--- config.mk ---
export PLATFORM = sky130hd
export DESIGN_NAME = hazard_ctrl
export DESIGN_NICKNAME = d
export VERILOG_FILES = /design/src/rtl/hazard_ctrl.sv
export SDC_FILE = /design/constraint.sdc
export NUM_CORES = 1
export LEC_CHECK = 0
export BUFFER_PORTS_ARGS = -buffer_cell sky130_fd_sc_hd__buf_4
export CORE_ASPECT_RATIO = 0.9
export CORE_UTILIZATION = 40
export CTS_BUF_LIST = sky130_fd_sc_hd__clkbuf_4 sky130_fd_sc_hd__clkbuf_8 sky130_fd_sc_hd__clkbuf_16
export CTS_CLUSTER_SIZE = 28
export DETAILED_ROUTE_END_ITERATION = 6
export MAX_ROUTING_LAYER = met4
export PLACE_DENSITY = 0.82
export SLEW_MARGIN = 20
export SYNTH_ARGS = -nofsm -noshare
export SYNTH_HDL_FRONTEND = slang
export SYNTH_SLANG_ARGS = --single-unit
--- constraint.sdc ---
create_clock -name clk -period 3.3 [get_ports clk]
set_clock_uncertainty 0.05 [all_clocks]
set_input_delay 0.66 -clock clk [delete_from_list [all_inputs] [get_ports clk]]
set_output_delay 0.66 -clock clk [all_outputs]
set_load 0.005 [all_outputs]
--- src/rtl/hazard_ctrl.sv ---
// Pipeline hazard, redirect and trap-sequencing controller for a 5-stage core.
// Optional timer interrupt source is compiled in with `define HAZARD_TIMER_INT_EN.
module hazard_ctrl (
    input  logic       clk,
    input  logic       rst,
    input  logic [4:0] id_rs1addr,
    input  logic [4:0] id_rs2addr,
    input  logic [4:0] exe_rs1addr,
    input  logic [4:0] exe_rs2addr,
    input  logic [4:0] exe_rdaddr,
    input  logic       exe_memread,
    input  logic       exe_branch_taken,
    input  logic       exe_jal,
    input  logic       exe_jalr,
    input  logic       exe_wfi,
    input  logic       exe_mret,
    input  logic [4:0] mem_rdaddr,
    input  logic       mem_regwrite,
    input  logic [4:0] wb_rdaddr,
    input  logic       wb_regwrite,
    input  logic       im_stall,
    input  logic       dm_stall,
    input  logic       interrupt,
    input  logic       timeout,
    input  logic       mie,
    output logic [1:0] fwd_rs1src,
    output logic [1:0] fwd_rs2src,
    output logic [1:0] pc_sel,
    output logic       pc_write,
    output logic       ifid_write,
    output logic       ifid_flush,
    output logic       idexe_flush,
    output logic       pipe_hold,
    output logic       trap_take,
    output logic       trap_ret,
    output logic       wfi_sleep
);

    typedef enum logic [2:0] {
        RUN   = 3'd0,
        TRAP1 = 3'd1,
        TRAP2 = 3'd2,
        RET1  = 3'd3,
        RET2  = 3'd4,
        SLEEP = 3'd5
    } state_t;

    state_t state_q, state_d;
    logic   lu_q, lu_d;
    logic   tmr_src;
    logic   bus_wait;
    logic   trap_pend;
    logic   wake;
    logic   load_use;

`ifdef HAZARD_TIMER_INT_EN
    assign tmr_src = timeout;
`else
    logic unused_timeout;
    assign unused_timeout = timeout;
    assign tmr_src        = 1'b0;
`endif

    function automatic logic [1:0] fwd_sel(
        input logic [4:0] rs,
        input logic [4:0] m_rd,
        input logic       m_we,
        input logic [4:0] w_rd,
        input logic       w_we
    );
        if (m_we && (m_rd != 5'd0) && (m_rd == rs)) return 2'b01;
        if (w_we && (w_rd != 5'd0) && (w_rd == rs)) return 2'b10;
        return 2'b00;
    endfunction

    assign fwd_rs1src = fwd_sel(exe_rs1addr, mem_rdaddr, mem_regwrite, wb_rdaddr, wb_regwrite);
    assign fwd_rs2src = fwd_sel(exe_rs2addr, mem_rdaddr, mem_regwrite, wb_rdaddr, wb_regwrite);

    assign bus_wait  = im_stall | dm_stall;
    assign wake      = interrupt | tmr_src;
    assign trap_pend = mie & wake;
    assign load_use  = exe_memread && (exe_rdaddr != 5'd0) &&
                       ((exe_rdaddr == id_rs1addr) || (exe_rdaddr == id_rs2addr));

    // Outputs decode the same-cycle EXE event, so they are combinational on
    // state_q; lu_q masks the load-use check for the cycle after the bubble.
    always_comb begin
        state_d     = state_q;
        lu_d        = 1'b0;
        pc_sel      = 2'b00;
        pc_write    = 1'b1;
        ifid_write  = 1'b1;
        ifid_flush  = 1'b0;
        idexe_flush = 1'b0;
        pipe_hold   = 1'b0;
        trap_take   = 1'b0;
        trap_ret    = 1'b0;
        wfi_sleep   = 1'b0;

        if (bus_wait) begin
            pipe_hold  = 1'b1;
            pc_write   = 1'b0;
            ifid_write = 1'b0;
            lu_d       = lu_q;
        end else begin
            unique case (state_q)
                RUN: begin
                    if (trap_pend) begin
                        trap_take   = 1'b1;
                        pc_sel      = 2'b11;
                        ifid_flush  = 1'b1;
                        idexe_flush = 1'b1;
                        state_d     = TRAP1;
                    end else if (exe_mret) begin
                        trap_ret    = 1'b1;
                        pc_sel      = 2'b11;
                        ifid_flush  = 1'b1;
                        idexe_flush = 1'b1;
                        state_d     = RET1;
                    end else if (exe_wfi) begin
                        wfi_sleep   = 1'b1;
                        pc_write    = 1'b0;
                        ifid_write  = 1'b0;
                        idexe_flush = 1'b1;
                        state_d     = SLEEP;
                    end else if (exe_branch_taken || exe_jal || exe_jalr) begin
                        pc_sel      = (exe_branch_taken || exe_jal) ? 2'b01 : 2'b10;
                        ifid_flush  = 1'b1;
                        idexe_flush = 1'b1;
                    end else if (load_use && !lu_q) begin
                        pc_write    = 1'b0;
                        ifid_write  = 1'b0;
                        idexe_flush = 1'b1;
                        lu_d        = 1'b1;
                    end
                end
                TRAP1, RET1: begin
                    ifid_flush  = 1'b1;
                    idexe_flush = 1'b1;
                    state_d     = (state_q == TRAP1) ? TRAP2 : RET2;
                end
                TRAP2, RET2: begin
                    ifid_flush = 1'b1;
                    state_d    = RUN;
                end
                SLEEP: begin
                    if (trap_pend) begin
                        trap_take   = 1'b1;
                        pc_sel      = 2'b11;
                        ifid_flush  = 1'b1;
                        idexe_flush = 1'b1;
                        state_d     = TRAP1;
                    end else if (wake) begin
                        state_d = RUN;
                    end else begin
                        wfi_sleep   = 1'b1;
                        pc_write    = 1'b0;
                        ifid_write  = 1'b0;
                        idexe_flush = 1'b1;
                    end
                end
                default: state_d = RUN;
            endcase
        end

        if (rst) begin
            pc_sel      = 2'b00;
            pc_write    = 1'b0;
            ifid_write  = 1'b0;
            ifid_flush  = 1'b1;
            idexe_flush = 1'b1;
            pipe_hold   = 1'b0;
            trap_take   = 1'b0;
            trap_ret    = 1'b0;
            wfi_sleep   = 1'b0;
        end
    end

    always_ff @(posedge clk or posedge rst) begin
        if (rst) begin
            state_q <= RUN;
            lu_q    <= 1'b0;
        end else begin
            state_q <= state_d;
            lu_q    <= lu_d;
        end
    end

endmodule

Yosys cells after proc, flatten, opt, wreduce, memory -nomap -nowiden --
Cells that the tools add are included.
Storage, ports and cells: register bits 4, bits of input ports 50, logic and storage cells 119
Cells by class: equal/unequal tests 13, mux-type cells 80, bitwise logic cells 3, reduce and logical (&&, ||, !) cells 21
Operators with widths (count):
- 1-bit 2-to-1 mux | 52
- 2-bit 2-to-1 mux | 16
- 5-bit == test | 6
- 3-bit 2-to-1 mux | 6
- 5-bit nonzero test | 3
- 1-bit logical AND | 9
- 3-bit one-hot mux with 3 select lines | 1
- 3-bit by 2-bit == test with 1-bit output, second input constant | 2
- 3-bit == test, second input constant | 2
- 1-bit one-hot mux with 3 select lines | 2
- 4-bit inequality test, second input constant | 1
- 1-bit one-hot mux with 2 select lines | 2
- 2-bit one-hot mux with 2 select lines | 1
- 2-bit OR reduction | 2
- 4-bit OR reduction | 1
- 3-bit by 1-bit == test with 1-bit output, second input constant | 1
- 3-bit zero test | 1
- 1-bit logical OR | 3
- 3-bit inequality test, second input constant | 1
- 3-bit AND reduction | 1
- 1-bit AND | 1
- 1-bit zero test | 1
- 1-bit inverter | 1
- 1-bit OR | 1

Depth between registers and ports, before layout --
Gate-level depths: netlist of run 1.
depth after elaboration 12, mapped depth 7

Least setup slack after synthesis of run 1 --
No wires, ideal clock.
path type in2out, start point input port exe_rdaddr[1], end point output port idexe_flush, arrival 1.689 ns, data required time 2.590 ns, slack 0.901 ns, stages on the path 4, cell sequence or4_4 o21ai_2 nor2_1 a311o_1
Between the ends: cells in the longest elaborated chain, start to end 12, elaborated cells on any way between the ends 15, those cells by class eq/ne (2); mux (8); reduce/logical (5)
Ends and longest elaborated chain:
- from (decl) | RTL line 10 | input logic [4:0] exe_rdaddr,
- 5-bit == test / 5-bit nonzero test (equally long branches) | RTL line 83, 82
- 1-bit logical OR / 1-bit logical AND (equally long branches) | RTL line 83, 82
- 1-bit logical AND (*) | RTL line 82 | assign load_use = exe_memread && (exe_rdaddr != 5'd0) &&
- 1-bit logical AND (*) | RTL line 130 | end else if (load_use && !lu_q) begin
- 1-bit 2-to-1 mux (*) | RTL line 130
- 1-bit 2-to-1 mux (*) | RTL line 126 | end else if (exe_branch_taken || exe_jal || exe_jalr) begin
- 1-bit 2-to-1 mux (*) | RTL line 120 | end else if (exe_wfi) begin
- 1-bit 2-to-1 mux (*) | RTL line 114 | end else if (exe_mret) begin
- 1-bit 2-to-1 mux (*) | RTL line 108 | if (trap_pend) begin
- 1-bit one-hot mux with 3 select lines (*) | RTL line 106 | unique case (state_q)
- 1-bit 2-to-1 mux (*) | RTL line 100 | if (bus_wait) begin
- 1-bit 2-to-1 mux (*) | RTL line 166 | if (rst) begin
- to (decl) | RTL line 32 | output logic idexe_flush,
Mark *: on every way between the ends. The rest lies on a longest branch, timed or not.

Final worst setup path of run 1 --
Ends and elaborated chain as after synthesis.

==> flow_summary.json, run 1 <==
{
  "ys.flop_type": "dfrtp_1",
  "maxSlewHeadroom_pct": 70.3,
  "routedWlPerCell_um": 13.0,
  "clockBufferDepth": 2,
  "pin_count": 64,
  "synth_warnings": 0,
  "hold_buffers": 0,
  "clockRootBuffer": "clkbuf_4",
  "fin_crit_ns": 2.72,
  "antenna_cells": 0,
  "ys_async_sr_fraction_pct": 100,
  "drive_above_1_share_pct": 42.0,
  "dp_hpwl_um": 2400,
  "hold_viol_final": 0,
  "synthMuxAreaShare_pct": 2.51,
  "rsz0062_at_grt": "no",
  "dr.pass1.iters": 4,
  "port_buffers": 62,
  "holdWs_ns": 0.307,
  "finalNonFillerCells": 206,
  "grt_overflow_total": 0,
  "start_util_pct": 44.7,
  "status": "finished clean",
  "required_ns": 2.59,
  "crit_type": "primary input to output pin",
  "cts_made_buffers": 3,
  "via_per_inst": 5.32,
  "drt_iter0_drc": 19,
  "fmax_mhz": 367,
  "crit_chain": "buf_4 > or4_4 > o21ai_2 > nor2_1 > a311o_1 > buf_4",
  "die_area_mm2": 0.00244,
  "ys_types": 36,
  "dp.cells": 203,
  "antenna_found_initial": 0,
  "p_comb_share_pct": 61.7,
  "synth_top_family_by_area": "simple AND/OR/NAND/NOR gates",
  "place_ws_ns": 0.581,
  "fillers": 162,
  "max_slew.worst_pin.slew_ns": 0.442,
  "post_cts_resized": 0,
  "crit_fanout": 3,
  "syn_area_um2": 898,
  "period_share_pct": 82.5,
  "cp_slowest_cell": "or4_4",
  "synth-simple-area-share_pct": 33.3,
  "syn_area_per_cell_um2": 7.42,
  "synth_cells": 121,
  "cp-end-kind": "output pin",
  "num_vias": 1096,
  "htreeDepth": 1,
  "power_uw": 453,
  "synth_top_area_cell": "xnor2_1",
  "power.internal_uw": 252,
  "ant_nets": 0,
  "drt_wl_total_um": 2690,
  "timing.final.ws_setup_ns": 0.578,
  "setup_violations": 0,
  "grt_usage_pct": 23.4,
  "nNetsFinal": 233,
  "cts_sinks": 4,
  "timing.critical_path.mode_cell": "buf_4",
  "syn_nets": 171,
  "power.density_mw_per_mm2": 326,
  "switching_share_pct": 44.3,
  "fp-row-count": 15,
  "core_area_mm2": 0.00201,
  "tritoncts": "built",
  "synth_seq_cells": 4,
  "grt_pass1_vias": 986,
  "grt_pass1_wl_um": 4060,
  "grt_max_degree": 14,
  "power_frac_clock_pct": 12.7,
  "worstSetupStartpointType": "primary input",
  "ys_seq_area_share_pct": 11.1,
  "post_cts_buffers": 0,
  "synthAdderAreaFrac_pct": 0,
  "cp.arrival_ns": 2.01,
  "syn2layout_area_growth_pct": 54.9,
  "p_leak_uw": 0.000619,
  "synth-compound-area-share_pct": 19.6,
  "clk_latency_ns": 0.23,
  "die_y_um": 47.0,
  "die_x_um": 52.0,
  "p_seq_share_pct": 25.6,
  "reg2reg_depth": 5,
  "synth_edf_count": 0,
  "drv_cap": 0,
  "yosys-top-cells-count": "xnor2_1, xor2_1, nor2_1",
  "slew_viol_final": 0,
  "synth_most_common_cell": "xnor2_1",
  "vdd_drop_max_mv": 0.334,
  "netSwitchingPower_uw": 201,
  "synthTopCellsByArea": "xnor2_1, xor2_1, dfrtp_1",
  "max_stage_delay_ns": 0.54,
  "fin_tns_setup_ns": 0,
  "globalplace.congestion": 0.933,
  "drc": 0,
  "synth_xor_area_share_pct": 29.2,
  "clkSlewWorstSetupHoldPaths_ns": 0.04,
  "synth_top_area_share_pct": 15.6,
  "worstHoldPathType": "primary input to asynchronous set/reset pin"
}
metal layers:
layer	wire, µm	share of wire, %	up-vias	global-route usage (%)
met4	22	0.82	0	9.73
li1	-	-	556	-
met1	1150	43	483	27.5
met3	161	6.0	4	4.53
met2	1350	50	53	39.2
met5	0	0	-	-
critical path: cells and delay by family:
family                 cells  cell delay (ns)
AOI/OAI and AO/OA          2             0.48
buffers and inverters      2             0.27
and+or+nand+nor            2             0.60
cells by family after synthesis:
family | count (synthesis)
flip-flops | 4
multiplexers | 2
XOR/XNOR | 30
AND/OR/NAND/NOR | 50
AO/OA/AOI/OAI | 27
buffers and inverters | 8
layout make-up:
cell class,count,area (µm²),area share (%)
well taps,25,31.3,2.25
flip-flops and latches,4,100,7.19
multi-input cells,109,761,54.7
inverters,3,11.3,0.809
clock buffers,3,22.5,1.62
repair buffers,62,465,33.5
stage by stage:
stage / cell area, µm² / utilization [%]
3_5_place_dp: 1370 / 68.2
3_3_place_gp: 1370 / 68.2
4_1_cts: 1390 / 69.3
5_1_grt: 1390 / 69.3
2_1_floorplan: 898 / -
6_report: 1390 / 69.3
power groups by stage:
| stage | registers (µW) | logic [µW] | clock network (µW) |
|---|---|---|---|
| 2_1_floorplan | 76.2 | 215 | 0 |
| 5_1_grt | 121 | 306 | 64.1 |
| 4_1_cts | 115 | 279 | 58.7 |
| 3_3_place_gp | 114 | 269 | 0 |
| 6_report | 116 | 279 | 57.7 |
| 3_5_place_dp | 115 | 278 | 0 |
layout by cell type, fill, tap and decap left out, drive strengths merged:
cell type  instances
a31o               1
nor2b              1
xnor2             16
nand4              1
o22ai              3
nand3              5
nor2              13
buf               62
nand2              7
a21boi             1
xor2              14
nor4b              2
clkbuf             3
o21ai              7
mux2               2
nand2b             2
or3                1
a211oi             2
a311o              1
o21bai             1
or4                5
inv                3
o2111ai            1
a21oi              7
nor4               5
a21o               3
nor3               7
dfrtp              4
or2                1
state kept, by name (all words and copies together), names as in the netlist:
signal / cells
lu_q: 1
state_q: 3
worst paths after layout:
path,start,end,slack (ns)
min,rst,state_q[0]$_DFFE_PP0P_,0.31
max in group asynchronous,rst,state_q[2]$_DFFE_PP0P_,2.75
min reg2reg,lu_q$_DFFE_PP0P_,lu_q$_DFFE_PP0P_,0.43
min in group clk,lu_q$_DFFE_PP0P_,lu_q$_DFFE_PP0P_,0.43
max reg2reg,state_q[2]$_DFFE_PP0P_,state_q[0]$_DFFE_PP0P_,1.53
max,exe_rdaddr[1],idexe_flush,0.58
Power figures use the tool's default switching activity.
==> inputs of run 2 (changes only) <==
--- a/config.mk
+++ b/config.mk
@@ -7,12 +7,12 @@
 export LEC_CHECK = 0
 export BUFFER_PORTS_ARGS = -buffer_cell sky130_fd_sc_hd__buf_4
 export CORE_ASPECT_RATIO = 0.9
-export CORE_UTILIZATION = 40
+export CORE_UTILIZATION = 37
 export CTS_BUF_LIST = sky130_fd_sc_hd__clkbuf_4 sky130_fd_sc_hd__clkbuf_8 sky130_fd_sc_hd__clkbuf_16
 export CTS_CLUSTER_SIZE = 28
 export DETAILED_ROUTE_END_ITERATION = 6
 export MAX_ROUTING_LAYER = met4
-export PLACE_DENSITY = 0.82
+export PLACE_DENSITY = 0.8
 export SLEW_MARGIN = 20
 export SYNTH_ARGS = -nofsm -noshare
 export SYNTH_HDL_FRONTEND = slang
==> constraint.sdc (replaced) <==
create_clock -name clk -period 2.2 [get_ports clk]
set_clock_uncertainty 0.05 [all_clocks]
set_input_delay 0.44 -clock clk [delete_from_list [all_inputs] [get_ports clk]]
set_output_delay 0.44 -clock clk [all_outputs]
set_load 0.005 [all_outputs]
==> flow_summary.json, run 2 (synthesized netlist as in run 1, its figures left out) <==
{
  "status": "finished, violations left",
  "failed_checks": "negative setup slack",
  "cp_slowest_cell": "or4_4",
  "grt_pass1_wl_um": 5030,
  "num_vias": 1212,
  "grt_usage_pct": 26.6,
  "via_per_inst": 5.39,
  "crit_chain": "buf_6 > or4_4 > o21ai_2 > nor2_1 > a311o_1 > buf_4",
  "layout_commonest_cell": "buf_4",
  "grt_max_degree": 14,
  "grt-busiest-layer": "met2",
  "grt_overflow_total": 0,
  "fin_area_mm2": 0.00162,
  "drive_above_1_share_pct": 54.0,
  "die_area_mm2": 0.00263,
  "tritoncts": "built",
  "max_slew.worst_pin.slew_ns": 0.385,
  "clockRootBuffer": "clkbuf_4",
  "clk_latency_ns": 0.25,
  "core_area_mm2": 0.00224,
  "htreeDepth": 1,
  "nNetsFinal": 250,
  "use_met1_pct": 30.2,
  "cts_sinks": 4,
  "largest_reg_flops": 3,
  "rsz0062_at_grt": "yes",
  "dp.cells": 220,
  "p_leak_uw": 0.000739,
  "antenna_cells": 0,
  "period_share_pct": 101,
  "slew_viol_final": 0,
  "start_util_pct": 40.1,
  "worstHoldPathType": "primary input to asynchronous set/reset pin",
  "routedWlPerCell_um": 14.4,
  "die_y_um": 48.7,
  "drv_cap": 0,
  "hold_viol_final": 0,
  "final_core_util_pct": 72.4,
  "use_met3_pct": 2.83,
  "antenna_found_initial": 0,
  "grt_pass1_vias": 1176,
  "die_x_um": 53.9,
  "grt_use_met2_pct": 44.9,
  "timing.final.ws_setup_ns": -0.0155,
  "clockBufferDepth": 2,
  "postPlaceCellArea_mm2": 0.00148,
  "drc": 0,
  "multi_input_area_um2": 851,
  "fillers": 163,
  "regMostFlops": "state_q",
  "crit_type": "primary input to output pin",
  "vdd_drop_max_mv": 0.449,
  "max_stage_delay_ns": 0.54,
  "regArea_um2": 101,
  "ant_nets": 0,
  "worstSetupStartpointType": "primary input",
  "cts_made_buffers": 3,
  "setup_violations": 1,
  "drt_iter0_drc": 30,
  "cp-end-kind": "output pin",
  "clkSlewWorstSetupHoldPaths_ns": 0.04,
  "port_buffers": 62,
  "fin_crit_ns": 2.22,
  "pin_count": 64,
  "required_ns": 1.71,
  "maxSlewHeadroom_pct": 74.1,
  "fp-row-count": 16,
  "place_ws_ns": -0.0628,
  "final_cell_mix": "buf_4, xor2_1, nor2_1, xnor2_1, a21oi_1",
  "crit_fanout": 2,
  "top_regs": "state_q x3, lu_q x1",
  "dr.pass1.iters": 4,
  "power.density_mw_per_mm2": 500,
  "dp_hpwl_um": 2610,
  "finalNonFillerCells": 225,
  "fmax_mhz": 451,
  "drt_wl_total_um": 3250,
  "globalplace.congestion": 0.885,
  "syn2layout_area_growth_pct": 80.8,
  "cp.arrival_ns": 1.73
}
==> run 2: changes by cell type in the layout (fill, tap and decap cells not counted), sizes merged <==
cell,change
buf,+17
==> run 2: cell type report <==
class,count,area share (%)
Timing Repair Buffer,79,37.2
Tap cell,27,2.08
Clock buffer,3,1.39
Inverter,3,0.693
Sequential cell,4,6.24
Multi-Input combinational cell,109,52.4
==> run 2: critical path, delay by kind of cell <==
family | cells | cell delay [ns]
AO/OA/AOI/OAI | 2 | 0.46
buffers and inverters | 2 | 0.23
AND/OR/NAND/NOR | 2 | 0.60
==> run 2: through the flow <==
stage | hold WS [ns] | setup TNS [ns] | total power [µW]
finish | 0.0658 | -0.0155 | 813
global placement | 0.325 | -0.0853 | 640
global route | 0.0912 | -0.151 | 868
CTS | 0.0690 | 0 | 765
floorplan | 0.156 | 0 | 437
detailed placement | 0.329 | -0.137 | 659
==> run 2: path summary, 6_finish.rpt <==
check | startpoint | end | slack (ns) | cells after the start
setup reg to reg | state_q[0]$_DFFE_PP0P_ | state_q[0]$_DFFE_PP0P_ | 0.60 | 6
setup / recovery | exe_rdaddr[3] | idexe_flush | -0.02 | 6
max in group asynchronous | rst | state_q[1]$_DFFE_PP0P_ | 1.87 | 2
hold / removal | rst | lu_q$_DFFE_PP0P_ | 0.07 | 2
min in group clk | lu_q$_DFFE_PP0P_ | lu_q$_DFFE_PP0P_ | 0.45 | 2
hold reg to reg | lu_q$_DFFE_PP0P_ | lu_q$_DFFE_PP0P_ | 0.45 | 2
==> run 2: what timing repair did <==
item / CTS / global route
pin swaps: 7 / 13
hold buffers: 0 / 0
setup buffers: 0 / 2
resized for setup: 5 / 15
endpoints found under the setup margin: 5 / 8
==> run 2: layer usage <==
layer | part of all wire [%] | vias up
li1 | - | 592
met1 | 39 | 538
met2 | 51 | 71
met3 | 7.2 | 11
met4 | 3.1 | 0
met5 | 0 | -
==> run 2: power breakdown <==
part,switching [µW],internal (µW)
clock network,36.8,61.5
logic,272,292
registers,48.2,102
